File: config.mk
export PLATFORM = sky130hd
export DESIGN_NAME = z_bitpack
export DESIGN_NICKNAME = d
export VERILOG_FILES = /design/src/rtl/dilithium_pkg.sv /design/src/rtl/z_bitpack_pack_accum.sv /design/src/rtl/z_bitpack.sv
export SDC_FILE = /design/constraint.sdc
export NUM_CORES = 1
export LEC_CHECK = 0
export ABC_AREA = 0
export CORE_MARGIN = 2
export CORE_UTILIZATION = 35
export DETAILED_ROUTE_END_ITERATION = 12
export PLACE_DENSITY = 0.57
export SETUP_SLACK_MARGIN = 0.02
export SYNTH_ARGS = -nofsm -noshare
export SYNTH_HDL_FRONTEND = slang
export SYNTH_SLANG_ARGS = --single-unit
File: constraint.sdc
create_clock -name clk -period 3.7 [get_ports clk]
set_input_delay 0.74 -clock clk [delete_from_list [all_inputs] [get_ports clk]]
set_output_delay 0.74 -clock clk [all_outputs]
set_load 0.005 [all_outputs]
File: src/rtl/dilithium_pkg.sv
// rtl/dilithium_pkg.sv - shared Dilithium encoder constants and bitpack FSM states
package dilithium_pkg;

    localparam int N_COEFF           = 256;
    localparam int COEFF_BITS_DEF    = 24;
    localparam int DATA_OUT_BITS_DEF = 64;

    localparam int GAMMA1_LVL2  = 17;
    localparam int GAMMA1_LVL35 = 19;
    localparam int L_LVL2       = 4;
    localparam int L_LVL3       = 5;
    localparam int L_LVL5       = 7;

    typedef enum logic [2:0] {
        S_IDLE,
        S_ADDR,
        S_DATA,
        S_EMIT,
        S_DONE
    } bitpack_state_e;

    function automatic int packed_words(input int l, input int n, input int cw, input int wb);
        return (l * n * cw) / wb;
    endfunction

endpackage

File: src/rtl/z_bitpack_pack_accum.sv
// rtl/z_bitpack_pack_accum.sv - field-in / word-out shift accumulator with bit count
module pack_accum #(
    parameter int FIELD_W = 20,
    parameter int WORD_W  = 64,
    localparam int ACC_W  = WORD_W + FIELD_W,
    localparam int CNT_W  = $clog2(ACC_W + 1)
) (
    input  logic               clk,
    input  logic               rst,
    input  logic               clear_i,
    input  logic               in_valid_i,
    input  logic [FIELD_W-1:0] in_data_i,
    input  logic               out_ready_i,
    output logic [WORD_W-1:0]  word_o,
    output logic [CNT_W-1:0]   count_o
);

    localparam logic [CNT_W-1:0] FIELD_C = CNT_W'(FIELD_W);
    localparam logic [CNT_W-1:0] WORD_C  = CNT_W'(WORD_W);

    logic [ACC_W-1:0] acc_q, acc_d;
    logic [CNT_W-1:0] count_q, count_d;

    // Bits above count are always zero, so a new field can simply be ORed in.
    always_comb begin
        acc_d   = acc_q;
        count_d = count_q;
        if (clear_i) begin
            acc_d   = '0;
            count_d = '0;
        end else if (in_valid_i) begin
            acc_d   = acc_q | ({{(ACC_W-FIELD_W){1'b0}}, in_data_i} << count_q);
            count_d = count_q + FIELD_C;
        end else if (out_ready_i) begin
            acc_d   = acc_q >> WORD_W;
            count_d = count_q - WORD_C;
        end
    end

    always_ff @(posedge clk) begin
        if (rst) begin
            acc_q   <= '0;
            count_q <= '0;
        end else begin
            acc_q   <= acc_d;
            count_q <= count_d;
        end
    end

    assign word_o  = acc_q[WORD_W-1:0];
    assign count_o = count_q;

endmodule

File: src/rtl/z_bitpack.sv
// rtl/z_bitpack.sv - packs gamma1 - z coefficients from RAM into a LSB-first word stream
module z_bitpack
    import dilithium_pkg::*;
#(
    parameter int L             = L_LVL5,
    parameter int N             = N_COEFF,
    parameter int GAMMA1        = GAMMA1_LVL35,
    parameter int COEFF_WIDTH   = GAMMA1 + 1,
    parameter int COEFF_BITS    = COEFF_BITS_DEF,
    parameter int DATA_OUT_BITS = DATA_OUT_BITS_DEF,
    parameter int ADDR_WIDTH    = $clog2(L * N)
) (
    input  logic                     clk,
    input  logic                     rst,
    input  logic                     start,
    output logic                     busy,
    output logic                     done,
    output logic [ADDR_WIDTH-1:0]    rd_addr,
    input  logic [COEFF_BITS-1:0]    rd_data,
    output logic [DATA_OUT_BITS-1:0] out_data,
    output logic                     out_valid,
    input  logic                     out_ready,
    output logic                     out_last
);

    localparam int NUM_COEFF = L * N;
    localparam int NUM_WORDS = packed_words(L, N, COEFF_WIDTH, DATA_OUT_BITS);
    localparam int IDX_W     = $clog2(NUM_COEFF + 1);
    localparam int WCNT_W    = $clog2(NUM_WORDS + 1);
    localparam int CNT_W     = $clog2(DATA_OUT_BITS + COEFF_WIDTH + 1);

    localparam logic [IDX_W-1:0]      LAST_IDX   = IDX_W'(NUM_COEFF - 1);
    localparam logic [WCNT_W-1:0]     LAST_WORD  = WCNT_W'(NUM_WORDS - 1);
    localparam logic [CNT_W-1:0]      FIELD_C    = CNT_W'(COEFF_WIDTH);
    localparam logic [CNT_W-1:0]      WORD_C     = CNT_W'(DATA_OUT_BITS);
    localparam logic [COEFF_BITS:0]   GAMMA1_VAL = {{COEFF_BITS{1'b0}}, 1'b1} << GAMMA1;

    if ((NUM_COEFF * COEFF_WIDTH) % DATA_OUT_BITS != 0) begin : g_bad_geometry
        $error("z_bitpack: L*N*COEFF_WIDTH must be a multiple of DATA_OUT_BITS");
    end

    bitpack_state_e          state_q;
    logic [IDX_W-1:0]        idx_q;
    logic [WCNT_W-1:0]       word_q;
    logic [ADDR_WIDTH-1:0]   rd_addr_q;
    logic                    busy_q, done_q, valid_q, last_q;

    logic [COEFF_WIDTH-1:0]  field;
    logic [CNT_W-1:0]        acc_count;
    logic                    acc_clear, acc_push, acc_pop, fills, still_full;

    // Out-of-range coefficients are not trapped; only the low field bits survive.
    assign field = COEFF_WIDTH'(GAMMA1_VAL - {rd_data[COEFF_BITS-1], rd_data});

    assign acc_clear  = (state_q == S_IDLE) && start;
    assign acc_push   = (state_q == S_DATA);
    assign acc_pop    = (state_q == S_EMIT) && valid_q && out_ready;
    assign fills      = (acc_count + FIELD_C) >= WORD_C;
    assign still_full = (acc_count - WORD_C) >= WORD_C;

    pack_accum #(
        .FIELD_W (COEFF_WIDTH),
        .WORD_W  (DATA_OUT_BITS)
    ) u_accum (
        .clk         (clk),
        .rst         (rst),
        .clear_i     (acc_clear),
        .in_valid_i  (acc_push),
        .in_data_i   (field),
        .out_ready_i (acc_pop),
        .word_o      (out_data),
        .count_o     (acc_count)
    );

    always_ff @(posedge clk) begin
        if (rst) begin
            state_q   <= S_IDLE;
            idx_q     <= '0;
            word_q    <= '0;
            rd_addr_q <= '0;
            busy_q    <= 1'b0;
            done_q    <= 1'b0;
            valid_q   <= 1'b0;
            last_q    <= 1'b0;
        end else begin
            done_q <= 1'b0;
            case (state_q)
                S_IDLE: begin
                    if (start) begin
                        state_q   <= S_ADDR;
                        busy_q    <= 1'b1;
                        idx_q     <= '0;
                        word_q    <= '0;
                        rd_addr_q <= '0;
                    end
                end
                S_ADDR: state_q <= S_DATA;
                S_DATA: begin
                    idx_q <= idx_q + IDX_W'(1);
                    if (idx_q != LAST_IDX) rd_addr_q <= rd_addr_q + ADDR_WIDTH'(1);
                    if (fills) begin
                        state_q <= S_EMIT;
                        valid_q <= 1'b1;
                        last_q  <= (word_q == LAST_WORD);
                    end else if (idx_q != LAST_IDX) begin
                        state_q <= S_ADDR;
                    end else begin
                        state_q <= S_DONE;
                        done_q  <= 1'b1;
                        busy_q  <= 1'b0;
                    end
                end
                S_EMIT: begin
                    if (out_ready) begin
                        valid_q <= 1'b0;
                        last_q  <= 1'b0;
                        word_q  <= word_q + WCNT_W'(1);
                        if (last_q) begin
                            state_q <= S_DONE;
                            done_q  <= 1'b1;
                            busy_q  <= 1'b0;
                        end else if (still_full) begin
                            valid_q <= 1'b1;
                            last_q  <= ((word_q + WCNT_W'(1)) == LAST_WORD);
                        end else begin
                            state_q <= S_ADDR;
                        end
                    end
                end
                S_DONE:  state_q <= S_IDLE;
                default: state_q <= S_IDLE;
            endcase
        end
    end

    assign busy      = busy_q;
    assign done      = done_q;
    assign rd_addr   = rd_addr_q;
    assign out_valid = valid_q;
    assign out_last  = last_q;

endmodule

======== Word level (Yosys, flattened, before mapping) ========
Index checks and enable logic that the tools add are counted.
word-level totals
  register bits after elaboration ......... 130
  bits of input ports ..................... 28
  output and inout port bits .............. 79
  logic and storage cells ................. 89
operators by class
  add/sub/neg operators ................... 6
  magnitude comparators ................... 2
  eq/ne operators ......................... 14
  shifts and indexed selects .............. 1
  mux-type cells .......................... 39
  bitwise operators ....................... 1
  reductions and logical operators ........ 16
operator list
  kind                                                             count
  84-bit 2-to-1 mux                                                2
  84-bit OR                                                        1
  20-bit by 7-bit left shift with 84-bit output                    1
  11-bit case mux with 2 select lines                              2
  11-bit by 1-bit adder with 11-bit output, second input constant  2
  11-bit 2-to-1 mux                                                2
  10-bit == test, second input constant                            2
  10-bit 2-to-1 mux                                                2
  10-bit case mux with 2 select lines                              1
  20-bit subtractor, first input constant                          1
  3-bit 2-to-1 mux                                                 6
  1-bit 2-to-1 mux                                                 17
  7-bit greater-or-equal comparator, second input constant         2
  7-bit 2-to-1 mux                                                 2
  3-bit case mux with 4 select lines                               1
  3-bit AND reduction                                              4
  11-bit != test, second input constant                            1
  10-bit by 1-bit adder with 10-bit output, second input constant  1
  2-bit != test, second input constant                             5
  2-bit nonzero test                                               4
  7-bit by 5-bit adder with 7-bit output, second input constant    1
  7-bit subtractor, second input constant                          1
  3-bit by 2-bit == test with 1-bit output, second input constant  2
  1-bit case mux with 2 select lines                               3
  10 further kinds                                                 13

======== Depth between registers and ports, before layout ========
  word-level depth ........................ 6
  depth in mapped cells ................... 10
  depth with buffers taken out ............ 8

======== Modules after synthesis ========
Synthesis repeated with hierarchy kept, for this count alone.
unflattened totals
  cell total of the unflattened synthesis .. 854
  area total of the unflattened synthesis .. 7313.3 µm²
by module, submodules not included
  module      times used  cells each  area an instance (µm²)  sequential area each (µm²)
  pack_accum  1           548         4864.7                  1781.7
  z_bitpack   1           306         2448.6                  780.7

======== Worst setup path after synthesis ========
Ideal clock, no wire load.
  path type ............................... input-to-reg
  start point ............................. input rd_data[0]
  end point ............................... register u_accum.acc_q[70]
  data arrival time ....................... 2.978 ns
  data required time ...................... 3.564 ns
  slack ................................... 0.587 ns
  cell stages on the path ................. 10
  cells stage by stage .................... buf_2 inv_1 ha_1 or3b_2 buf_2 nor4_4 nand3_1 nor2b_1 a221oi_1 o22ai_1
on the way
  longest elaborated chain between the ends .. 4
ends and longest elaborated chain
  element                                        line                        text
  start: declaration                             z_bitpack.sv:19             input logic [COEFF_BITS-1:0] rd_data,
  20-bit subtractor                              z_bitpack.sv:53             assign field = COEFF_WIDTH'(GAMMA1_VAL - {rd_data[COEFF_BITS-1], rd_data});
  20-bit by 7-bit left shift with 84-bit output  z_bitpack_pack_accum.sv:32  acc_d = acc_q | ({{(ACC_W-FIELD_W){1'b0}}, in_data_i} << count_q);
  84-bit OR                                      z_bitpack_pack_accum.sv:32
  84-bit 2-to-1 mux                              z_bitpack_pack_accum.sv:31  end else if (in_valid_i) begin
  end signal: assignment                         z_bitpack_pack_accum.sv:42  acc_q <= '0;
  end signal: assignment                         z_bitpack_pack_accum.sv:45  acc_q <= acc_d;
  end: declaration                               z_bitpack_pack_accum.sv:21  logic [ACC_W-1:0] acc_q, acc_d;
Every way passes these cells.
A chain may end at the register's enable or synchronous reset.

======== Worst setup path after layout ========
  start point ............................. input rd_data[1]
  end point ............................... register u_accum.acc_q[54]
Same word-level chain as after synthesis.

==> impl_metrics.py <==
metrics = {
    "run_status": {
        "status": "complete, no violations",
    },
    "critical_path": {
        "crit_fanout": 6,
        "rr_startpoint": "state_q[1]$_SDFFE_PP0P_",
        "r2r_cells": 6,
        "startpoint_type": "primary input",
        "required_ns": 3.98,
        "critPathCaptureType": "register",
        "r2r-end": "u_accum.acc_q[54]$_SDFFE_PP0P_",
        "crit_buf_inv": 2,
        "cp_slowest_stage_delay_ns": 0.67,
        "critical_path_class": "in2reg",
        "reg2reg_slack_ns": 1.15,
        "path_cells": "clkdlybuf4s50_1, inv_1, ha_1, or3b_2, nor4_4, nand3_1, nor2b_1, a221oi_1, o21ai_0",
        "slowest_stage": "a221oi_1",
        "worstPathArrival_ns": 3.58,
        "cp_top_family": "simple AND/OR/NAND/NOR gates",
    },
    "power_and_ir_drop": {
        "power_density_nw_per_um2": 395,
        "combPwrFrac": 0.116,
        "p_seq_frac": 0.390,
        "p_int_w": 0.00264,
        "leakagePower_nw": 3.11,
        "p_switching_w": 0.000966,
        "swShare": 0.268,
        "ir_drop_v": 0.000286,
        "p_clk_frac": 0.494,
    },
    "clock_tree": {
        "path_clk_slew_ns": 0.07,
        "holdBufCountCts": 0,
        "cts_made_buffers": 17,
        "h-tree-depth": 4,
        "cts_resized": 0,
        "cts_tree": "built",
        "cts-root-buf": "clkbuf_16",
        "cts_sinks": 128,
        "cts_buffer_depth": 2,
        "post_cts_buffers": 0,
        "clkLatencyLatePin_ns": 0.42,
    },
    "sta": {
        "final.setup_skew_ns": 0.0151,
        "finalCritPeriodShare": 0.894,
        "worst_pin_slew_ns": 1.00,
        "setup_violations": 0,
        "setup_ws_ns": 0.391,
        "grt_setup_unrepaired": "no",
        "slew_headroom": 0.330,
        "period_needed_ns": 3.31,
        "fmax_mhz": 302,
        "hold_viol_final": 0,
        "maxSlewViolCount": 0,
    },
    "synthesis": {
        "synthesis.area_sq_um": 7310,
        "synthDistinctLibCells": 80,
        "syn_area_per_cell_sq_um": 7.91,
        "synth-seq-cells": 128,
        "synth-edff-count": 0,
        "synth-main-ff-cell": "dfxtp_1",
        "ys_seq_area_frac": 0.350,
        "synthCells": 925,
        "async_flop_share": 0,
        "yosysWarningCount": 0,
        "synth_nets": 960,
    },
    "die": {
        "start_util": 0.359,
        "ios": 107,
        "die_y_um": 149,
        "row_count": 52,
        "die_x_um": 149,
        "dieArea_sq_um": 22100,
        "core_sq_um": 20400,
    },
    "cells_and_area": {
        "final_util": 0.448,
        "area_growth_pct": 24.8,
        "stdcell_count": 1278,
        "drive_gt1_frac": 0.130,
        "fillCellCount": 2047,
        "fin_nets": 1030,
        "diodes": 0,
        "layout_common_cells": "128 x dfxtp_1, 102 x clkdlybuf4s50_1, 99 x nor2_1",
        "final_common_cell": "dfxtp_1",
    },
    "worst_hold_path": {
        "hold_class": "reg2reg",
        "hold_path_depth": 2,
        "hold_path_end": "u_accum.acc_q[51]$_SDFFE_PP0P_",
        "holdCritStartpoint": "u_accum.acc_q[51]$_SDFFE_PP0P_",
    },
    "place": {
        "place_congestion": 0.920,
        "port_buffers": 102,
        "place_inst": 1246,
        "pre_cts_slack_ns": -0.00679,
        "post-dp-hpwl_mm": 18.3,
    },
    "route": {
        "firstDrtPassIters": 7,
        "drtIter0Drc": 647,
        "detail_route.wirelength_mm": 24.8,
        "num_vias": 7290,
        "antenna_left": 0,
        "wl_per_cell_um": 19.4,
        "drc_errors": 0,
        "via_per_inst": 5.70,
    },
    "job": {
        "drv_cap": 0,
    },
    "global_routing": {
        "antenna_found_initial": 0,
        "grt_pass1_wl_mm": 39.0,
        "first_global_vias": 6914,
        "overflow": 0,
        "grt_max_degree": 36,
        "grt_usage": 0.227,
    },
}
## worst min-delay path: stages (launching register included)
cell	delay (ns)
dfxtp_1	0.33
nand2_1	0.04
o21ai_0	0.05
## layout make-up
class,instances,area [sq um],area share
flip-flops and latches,128,2560,0.281
multi-input cells,663,4000,0.438
clock inverters,14,180,0.0197
well taps,270,338,0.0370
inverters,13,48.8,0.00535
repair buffers,172,1560,0.171
clock buffers,18,439,0.0481
## cells by family (layout without fill, tap and decap cells)
kind of cell,after synthesis,count (layout),share of synthesized area
simple gates,340,340,0.231
compound gates,283,283,0.257
buf+inv,134,217,0.104
flops,128,128,0.350
xor+xnor,23,23,0.0286
mux,10,10,0.0175
fa+ha+maj,7,7,0.0120
## routing by layer
layer,wire length (um),vias to the layer above,GRT usage
met2,11300,272,0.367
li1,-,3497,-
met4,898,0,0.0895
met5,0,-,0
met1,11100,3469,0.298
met3,1550,52,0.0472
## power groups by stage
stage / clock [W] / combinational [W] / sequential [W]
2_1_floorplan: 0 / 0.000222 / 0.00143
3_3_place_gp: 0 / 0.000412 / 0.00144
3_5_place_dp: 0 / 0.000412 / 0.00144
4_1_cts: 0.00180 / 0.000414 / 0.00141
5_1_grt: 0.00187 / 0.000449 / 0.00141
6_report: 0.00178 / 0.000420 / 0.00141
## synth_stat cells (11+ instances only)
cell	instances	area, sq um
a31oi_1	16	100
xnor2_1	13	114
a22oi_1	14	105
or3_1	11	68.8
o31ai_1	14	105
a21oi_1	64	320
clkbuf_1	49	184
nor2_1	100	375
inv_1	12	45.0
o21ai_0	68	340
buf_4	64	480
nand2_1	85	319
o22ai_1	13	81.3
nor4_1	11	68.8
dfxtp_1	128	2560
nor3_1	28	140
nand3_1	36	180
## metrics by stage
step	hold WS, ns	TNS (ns)	cell area [sq um]	total power (W)
after floorplan	0.417	0	7310	0.00165
after global placement	0.431	0	8510	0.00185
after detailed placement	0.442	-0.00679	8510	0.00185
after CTS	0.455	0	9130	0.00362
after global routing	0.483	0	9130	0.00372
final	0.453	0	9130	0.00361
## worst max-delay path by stage
stage               start                             end  slack [ns]  cells past startpoint
2_1_floorplan  rd_data[0]  u_accum.acc_q[70]$_SDFFE_PP0P_        0.59                     10
3_3_place_gp   rd_data[1]  u_accum.acc_q[22]$_SDFFE_PP0P_        0.06                      9
3_5_place_dp   rd_data[1]  u_accum.acc_q[54]$_SDFFE_PP0P_      -0.007                      9
4_1_cts        rd_data[1]  u_accum.acc_q[54]$_SDFFE_PP0P_        0.44                      9
5_1_grt        rd_data[1]  u_accum.acc_q[54]$_SDFFE_PP0P_         0.1                      9
6_report       rd_data[1]  u_accum.acc_q[54]$_SDFFE_PP0P_        0.39                      9
## flip-flops by register name, summed over array words and instances (netlist names)
name and cells:
word_q 10, u_accum.acc_q 84, idx_q 11, state_q 3, done 1, rd_addr 11, u_accum.count_o 5, out_last 1
busy 1, out_valid 1
(Power assumes the default switching activity.)
